**src/rtl/wb_bus_arbiter.sv**
```systemverilog
// Purpose: two-master pipelined Wishbone arbiter (m0 = instruction bus, m1 = data bus) sharing one slave port.
// Latency: request to s_stb is 1 cycle from IDLE; slave acks and read data return combinationally to the owner.
// Backpressure: the owner sees s_stall, plus a stall when MAX_OUT requests are unacked; a non-owner always sees stall=1.
//
// Ports:
//   clk_i, rst_i              clock (rising edge), asynchronous active-low reset
//   m0_* / m1_*               master-side Wishbone: adr, dat_m, we, sel, cyc, stb in; ack, stall, dat_s out
//   s_*                       shared slave port: adr, dat_m, we, sel, cyc, stb out; ack, stall, dat_s in
//   grant[1:0]                registered one-hot owner: [0] m0, [1] m1, 00 idle
//   busy                      outstanding request count is non-zero
//
// Build option: define WB_ARB_RR_EN to break IDLE ties round-robin. A last-owner flop resets to m1,
// and the tie goes to the master not served last. Otherwise ties use fixed priority PRIO_M1.
module wb_bus_arbiter #(
    parameter int MAX_OUT = 4,
    parameter int CNT_W   = 3,
    parameter int PRIO_M1 = 1,
    parameter int ADR_W   = 32,
    parameter int DAT_W   = 32,
    parameter int SEL_W   = 4
) (
    input  logic             clk_i,
    input  logic             rst_i,

    input  logic [ADR_W-1:0] m0_adr,
    input  logic [DAT_W-1:0] m0_dat_m,
    input  logic             m0_we,
    input  logic [SEL_W-1:0] m0_sel,
    input  logic             m0_cyc,
    input  logic             m0_stb,
    output logic             m0_ack,
    output logic             m0_stall,
    output logic [DAT_W-1:0] m0_dat_s,

    input  logic [ADR_W-1:0] m1_adr,
    input  logic [DAT_W-1:0] m1_dat_m,
    input  logic             m1_we,
    input  logic [SEL_W-1:0] m1_sel,
    input  logic             m1_cyc,
    input  logic             m1_stb,
    output logic             m1_ack,
    output logic             m1_stall,
    output logic [DAT_W-1:0] m1_dat_s,

    output logic [ADR_W-1:0] s_adr,
    output logic [DAT_W-1:0] s_dat_m,
    output logic             s_we,
    output logic [SEL_W-1:0] s_sel,
    output logic             s_cyc,
    output logic             s_stb,
    input  logic             s_ack,
    input  logic             s_stall,
    input  logic [DAT_W-1:0] s_dat_s,

    output logic [1:0]       grant,
    output logic             busy
);

    localparam logic [1:0] ST_IDLE = 2'd0;
    localparam logic [1:0] ST_OWN0 = 2'd1;
    localparam logic [1:0] ST_OWN1 = 2'd2;

    localparam logic [CNT_W-1:0] MAX_CNT = CNT_W'(MAX_OUT);
    localparam logic [CNT_W-1:0] CNT_ONE = CNT_W'(1);

    logic [1:0]       state_q;
    logic [1:0]       state_nxt;
    logic [CNT_W-1:0] cnt_q;
    logic [CNT_W-1:0] cnt_nxt;
    logic [1:0]       grant_q;

    logic own0;
    logic own1;
    logic req0;
    logic req1;
    logic tie_m1;
    logic own_cyc;
    logic own_stb;
    logic cnt_full;
    logic issue;
    logic ack_dec;

    assign own0 = (state_q == ST_OWN0);
    assign own1 = (state_q == ST_OWN1);
    assign req0 = m0_cyc & m0_stb;
    assign req1 = m1_cyc & m1_stb;

`ifdef WB_ARB_RR_EN
    // Remembers which master was granted last, so the next tie goes to the other one.
    logic last_m1_q;

    assign tie_m1 = ~last_m1_q;

    always_ff @(posedge clk_i or negedge rst_i) begin
        if (!rst_i) begin
            last_m1_q <= 1'b1;
        end else if (state_q == ST_IDLE && state_nxt != ST_IDLE) begin
            last_m1_q <= (state_nxt == ST_OWN1);
        end
    end
`else
    assign tie_m1 = (PRIO_M1 != 0);
`endif

    // Owner's bus-cycle and strobe; both are zero while idle.
    always_comb begin
        own_cyc = 1'b0;
        own_stb = 1'b0;
        if (own0) begin
            own_cyc = m0_cyc;
            own_stb = m0_stb;
        end else if (own1) begin
            own_cyc = m1_cyc;
            own_stb = m1_stb;
        end
    end

    assign cnt_full = (cnt_q == MAX_CNT);
    assign issue    = s_stb & ~s_stall;
    // An ack with nothing outstanding is ignored, so the counter cannot underflow.
    assign ack_dec  = s_ack & (cnt_q != '0);

    always_comb begin
        state_nxt = state_q;
        cnt_nxt   = cnt_q;
        case (state_q)
            ST_IDLE: begin
                if (req0 && req1) begin
                    state_nxt = tie_m1 ? ST_OWN1 : ST_OWN0;
                end else if (req1) begin
                    state_nxt = ST_OWN1;
                end else if (req0) begin
                    state_nxt = ST_OWN0;
                end
            end
            ST_OWN0, ST_OWN1: begin
                if (!own_cyc) begin
                    // End of cycle, or abort with requests in flight.
                    // Any late acks are dropped, so the count restarts from zero.
                    state_nxt = ST_IDLE;
                    cnt_nxt   = '0;
                end else if (issue && !ack_dec) begin
                    cnt_nxt = cnt_q + CNT_ONE;
                end else if (!issue && ack_dec) begin
                    cnt_nxt = cnt_q - CNT_ONE;
                end
            end
            default: begin
                state_nxt = ST_IDLE;
                cnt_nxt   = '0;
            end
        endcase
    end

    always_ff @(posedge clk_i or negedge rst_i) begin
        if (!rst_i) begin
            state_q <= ST_IDLE;
            cnt_q   <= '0;
            grant_q <= 2'b00;
        end else begin
            state_q <= state_nxt;
            cnt_q   <= cnt_nxt;
            grant_q <= {state_nxt == ST_OWN1, state_nxt == ST_OWN0};
        end
    end

    // Slave port mirrors the owner's request fields; it is driven to zero while idle.
    always_comb begin
        s_adr   = '0;
        s_dat_m = '0;
        s_we    = 1'b0;
        s_sel   = '0;
        if (own1) begin
            s_adr   = m1_adr;
            s_dat_m = m1_dat_m;
            s_we    = m1_we;
            s_sel   = m1_sel;
        end else if (own0) begin
            s_adr   = m0_adr;
            s_dat_m = m0_dat_m;
            s_we    = m0_we;
            s_sel   = m0_sel;
        end
    end

    assign s_cyc = own_cyc;
    assign s_stb = own_cyc & own_stb & ~cnt_full;

    assign m0_stall = ~own0 | s_stall | cnt_full;
    assign m1_stall = ~own1 | s_stall | cnt_full;
    assign m0_ack   = own0 & s_ack;
    assign m1_ack   = own1 & s_ack;
    assign m0_dat_s = s_dat_s;
    assign m1_dat_s = s_dat_s;

    assign grant = grant_q;
    assign busy  = (cnt_q != '0);

endmodule

```
**config.mk**
```make
export PLATFORM = sky130hd
export DESIGN_NAME = wb_bus_arbiter
export DESIGN_NICKNAME = d
export VERILOG_FILES = /design/src/rtl/wb_bus_arbiter.sv
export SDC_FILE = /design/constraint.sdc
export NUM_CORES = 1
export LEC_CHECK = 0
export ABC_AREA = 1
export BUFFER_PORTS_ARGS = -buffer_cell sky130_fd_sc_hd__buf_2
export CAP_MARGIN = 15
export CORE_AREA = 2 2 124 126
export DETAILED_ROUTE_END_ITERATION = 8
export DIE_AREA = 0 0 126 128
export PLACE_DENSITY = 0.45
export SYNTH_ARGS = -nofsm -noshare
export SYNTH_HDL_FRONTEND = slang
export SYNTH_SLANG_ARGS = --single-unit
```
**constraint.sdc**
```tcl
create_clock -name clk_i -period 3.8 [get_ports clk_i]
set_clock_uncertainty 0.05 [all_clocks]
set_input_delay 0.57 -clock clk_i [delete_from_list [all_inputs] [get_ports clk_i]]
set_output_delay 0.57 -clock clk_i [all_outputs]
set_load 0.01 [all_outputs]
```
Word level (Yosys, flattened, before mapping)
Index checks and enable logic that the tools add are counted.

Word-level logic and storage cells: 58. Input port bits: 178. Output and inout bits: 142. Bits in registers: 7.

$add $sub $neg: 2. Muxes and demuxes: 21. Bitwise operators: 17. Reduce and logical (&&, ||, !) cells: 9. Equal/unequal tests: 6.

Operators with widths (number): 2-to-1 mux 32 bit (4); 2-to-1 mux 3 bit (3); AND 1 bit (8); 2-to-1 mux 2 bit (4); 2-to-1 mux 4 bit (2); 2-to-1 mux 1 bit (6); case mux 3 bit (2 select lines) (1); NOT 1 bit (5); == test 2 x 1 -> 1 bit (second input constant) (2); == test 2 bit (second input constant) (2); != test 4 bit (second input constant) (1); OR 1 bit (4); case mux 2 bit (2 select lines) (1); adder 3 x 1 -> 3 bit (second input constant) (1); == test 3 bit (second input constant) (1); logical AND 1 bit (3); nonzero test 3 bit (1); subtractor 3 x 1 -> 3 bit (second input constant) (1); zero test 1 bit (2); zero test 2 bit (1); AND reduction 2 bit (1); OR reduction 2 bit (1).

Depth between registers and ports, before layout
Word-level depth: 12. Mapped depth: 16.

Worst setup path before layout
No wires, ideal clock.

Kind: register to register. Start point: register state_q[0]. End point: register cnt_q[2]. Clock period less this slack: 2.094 ns. Setup slack: 1.706 ns. Data required time: 3.632 ns. Arrival time: 1.926 ns. Library setup time: 0.118 ns. Stages on the path, launching flop included: 17. Path through: dfrtp_1 > inv_1 > ha_1 > buf_4 > nand2_1 > nand2_2 > nand2_2 > nor2_4 > nand4_2 > inv_1 > fa_1 > xnor2_1 > inv_1 > nand2_1 > nand2_1 > nand4_1 > nand2_1.

Word-level cells in the longest chain between the ends: 10.

Ends and longest elaborated chain: start, declared (line 66) `logic [1:0] state_q;`; start signal, assigned (line 161) `state_q <= state_nxt;`; == test 2 bit (line 84, 126); 2-to-1 mux 1 bit (line 112) `end else if (own1) begin`; 2-to-1 mux 1 bit (line 109) `if (own0) begin`; AND 1 bit (2 in a row) (line 187) `assign s_stb = own_cyc & own_stb & ~cnt_full;`; AND 1 bit (line 119) `assign issue = s_stb & ~s_stall;`; logical AND 1 bit / zero test 1 bit (equally long branches) (line 142, 144); 2-to-1 mux 3 bit / logical AND 1 bit (equally long branches) (line 142, 144); 2-to-1 mux 3 bit / != test 4 bit (equally long branches); case mux 3 bit (2 select lines) / AND reduction 2 bit (equally long branches); end signal, assigned (line 162) `cnt_q <= cnt_nxt;`; end, declared (line 68) `logic [CNT_W-1:0] cnt_q;`.

Several ways; a longest one is shown, not always the timed one. A chain may end at the register's enable or synchronous reset.

Worst setup path in the final report
Start point: register state_q[0]. End point: output s_dat_m[20].

Word-level cells in the longest chain between the ends: 3.

Ends and longest elaborated chain: == test 2 x 1 -> 1 bit (line 83) `assign own0 = (state_q == ST_OWN0);`; 2-to-1 mux 32 bit (line 178) `end else if (own0) begin`; 2-to-1 mux 32 bit (*) (line 173) `if (own1) begin`; end, declared (line 46) `output logic [DAT_W-1:0] s_dat_m,`.

Every way passes the cells marked *; elsewhere a longest branch is shown, timed or not.

==> key figures <==
Worst setup path
  – Max incr delay on CP: between 0.3 and 0.4 ns
  – R2r setup slk: between 1.5 and 2 ns
  – Crit-path slowest cell: dfrtp_1
  – R2r startpoint: state_q[1]
  – Worst Path Arrival: between 1.5 and 2 ns
  – Top Family by Delay on Critical Path: buffers and inverters
  – Crit Path Class: register to primary output
  – R2r endpoint: cnt_q[2]
  – Crit path max fanout: 39
  – Sequence of cells on the critical path: inv_1 > ha_2 > buf_4 > inv_2 > buf_4 > nand3_1 > nand2_1 > buf_2
  – Reg2Reg Depth: 15
  – Crit-path most repeated cell: buf_4
  – Buf/Inv on CP: 5
  – CP Data Required Time: approximately 3.2 ns
  – Worst setup SP type: register
  – Setup crit end kind: primary output

Logic synthesis
  – Sequential element share of the synthesized area: slightly below 9%
  – Cell count after synthesis: around 380
  – Yosys warning total: 0
  – Synth area leader: nand2_1
  – Synth top area share: 30.4%
  – Synth top area cells: nand2_1 (30%), buf_4 (24%), nand3_1 (19%)
  – Post-Syn Nets: 560
  – Syn_area_per_cell: ~5.3 sq um
  – Netlist cell types: 22
  – Synthesis-stage register bit count: 7
  – Mapped cell area: between 0.002 and 0.0025 sq mm

Cells and area
  – Final Non-Filler Cells: between 700 and 800
  – Commonest non-fill, non-tap cell in the layout: buf_2
  – Multi-input gate area: 0.00119 sq mm
  – Most frequent cells in the layout: buf_2 (223), nand2_1 (163), nand3_1 (76), inv_1 (17), dfrtp_1 (7)
  – Nets: a little over 700
  – Post-synthesis to final-layout area growth: 44.6%
  – Storage element area: about 180 sq um
  – Layout cells sized above 1: roughly 47%
  – Antenna Cells: 0
  – Util after Layout: between 10% and 20%
  – Fillers: between 1500 and 2000

Floorplan
  – Initial core utilization: a little over an eighth
  – Die Area: ~0.016 sq mm
  – IO Count: 320
  – Core Region: roughly 0.015 sq mm
  – Cell Rows: 45
  – Die width: 126 um
  – Height of the die: approximately 130 um

Timing
  – Final critical-path required period: about 2.6 ns
  – Final hold vios: 0
  – Slew Limit Headroom: 72.2%
  – Slew @ Worst Pin: between 0.4 and 0.5 ns
  – Fin crit share: 67.9%
  – Max Clk Rate: approximately 390 MHz
  – Setup WS post-layout: 1.22 ns
  – Setup TNS: 0 ns
  – Max-slew violations: 0
  – Final Setup Violations: 0
  – RSZ-0062 raised after global routing: no

Clock network
  – Resize count post-CTS: 0
  – Root Driver: clkbuf_16
  – CTS tree: yes
  – Latest clock arrival within the worst-skew pair: approximately 0.23 ns
  – Clock Path Buffers: 2
  – # hold bufs at CTS: 0
  – Clock slew at reported path FFs: ~0.040 ns
  – Setup repair bufs after CTS: 0
  – CTS buffer count: 3
  – CTS H-tree depth: 1
  – Sink Count: 7

Place
  – DP HPWL: 6550 um
  – Post-placement cell count: slightly above 700
  – Placement Setup Slack: 1.45 ns
  – Port Buffer Count: about 220
  – GP Congestion: roughly 0.73

Detailed routing
  – DR DRC count: 0
  – DRT Pass-1 Iters: 4
  – Initial DRC Count: 99
  – Post-route ant nets: 0
  – Vias per inst: around 3.8
  – Wire per inst: roughly 11 um
  – Vias: about 2700
  – Final WL: slightly above 8000 um

Power
  – LEAKAGE: slightly below 2 nW
  – Tot Pwr: around 1.8 mW
  – Pwr Density: 625 mW/mm^2
  – Max IR drop VDD: 0.370 mV

Hold path
  – Worst Hold Class: input pin to async pin

Global route
  – Largest net degree at the start of global routing: between 40 and 50
  – Global Route Usage Sum: under 10%
  – Vias in the first global route: 2430
  – Gr ovfl total: 0
  – First-pass GRT wire length: around 12000 um
  – Initial antenna violation count: 0

Flow run
  – Maxcap violations: 0

Status
  – Run status: complete, no violations
-- cell type report --
class	instances	share of cell area, %
Clock buffer	4	2.70
Inverter	20	2.58
Multi-Input combinational cell	263	40.8
Sequential cell	7	6.01
Tap cell	188	8.07
Timing Repair Buffer	229	39.8
-- where the power goes --
group / total [mW] / internal (mW) / switching (mW)
clock: 0.181 / 0.140 / 0.0417
sequential: 0.127 / 0.106 / 0.0205
combinational: 1.51 / 0.554 / 0.959
-- worst register-to-register path: stages, from the launching register on --
cell and delay (ns):
dfrtp_1 0.40, inv_1 0.10, ha_2 0.21, inv_1 0.09, nand2_1 0.07, nand2_2 0.12
nor2_4 0.06, nand4_2 0.09, inv_1 0.06, fa_1 0.37, xnor2_1 0.22, inv_1 0.06
nand2_1 0.06, nand2_1 0.05, nand4_1 0.07, nand2_1 0.06
-- metrics by stage --
stage                     hold slack, ns  area [sq um]
after detailed placement           0.360          2840
after global placement             0.362          2840
after global routing               0.118          2920
final                              0.111          2920
after floorplan                    0.224          2020
after CTS                          0.113          2920
-- how the worst max path moves through the flow --
stage | from | depth (start not counted) | slack, ns | end
floorplan | state_q[0] | 16 | 1.71 | cnt_q[2]
global route | state_q[0] | 8 | 1.01 | s_dat_m[21]
global placement | state_q[0] | 8 | 1.42 | s_dat_m[30]
CTS | state_q[0] | 8 | 1.20 | s_dat_m[22]
detailed placement | state_q[0] | 8 | 1.45 | s_dat_m[22]
finish | state_q[0] | 8 | 1.22 | s_dat_m[20]
-- logic make-up after synthesis --
kind of cell	share of synthesized area, %
buf+inv	32.5
compound gates	0.993
xor+xnor	0.435
flops	8.69
simple gates	53.9
fa+ha+maj	3.48
-- registers in the layout, indices dropped and copies added (netlist names) --
register / flops
cnt_q: 3
grant: 2
state_q: 2
-- routing by layer --
| metal | track usage (%) | vias up | part of all wire (%) |
|---|---|---|---|
| li1 | - | 1407 | - |
| met1 | 10.6 | 1134 | 40 |
| met2 | 15.0 | 151 | 46 |
| met3 | 2.42 | 34 | 11 |
| met4 | 3.62 | 0 | 3.5 |
| met5 | 0 | - | 0 |
-- Yosys cell counts (all sizes together) --
| cell type | count |
|---|---|
| clkinv | 1 |
| buf | 71 |
| ha | 4 |
| dfrtp | 7 |
| nor2 | 5 |
| nand3b | 1 |
| nand4 | 3 |
| nand2 | 167 |
| inv | 19 |
| o21ai | 4 |
| nand3 | 77 |
| fa | 1 |
| xnor2 | 1 |
| clkbuf | 16 |
No activity file was read; power rests on OpenSTA's default activity.
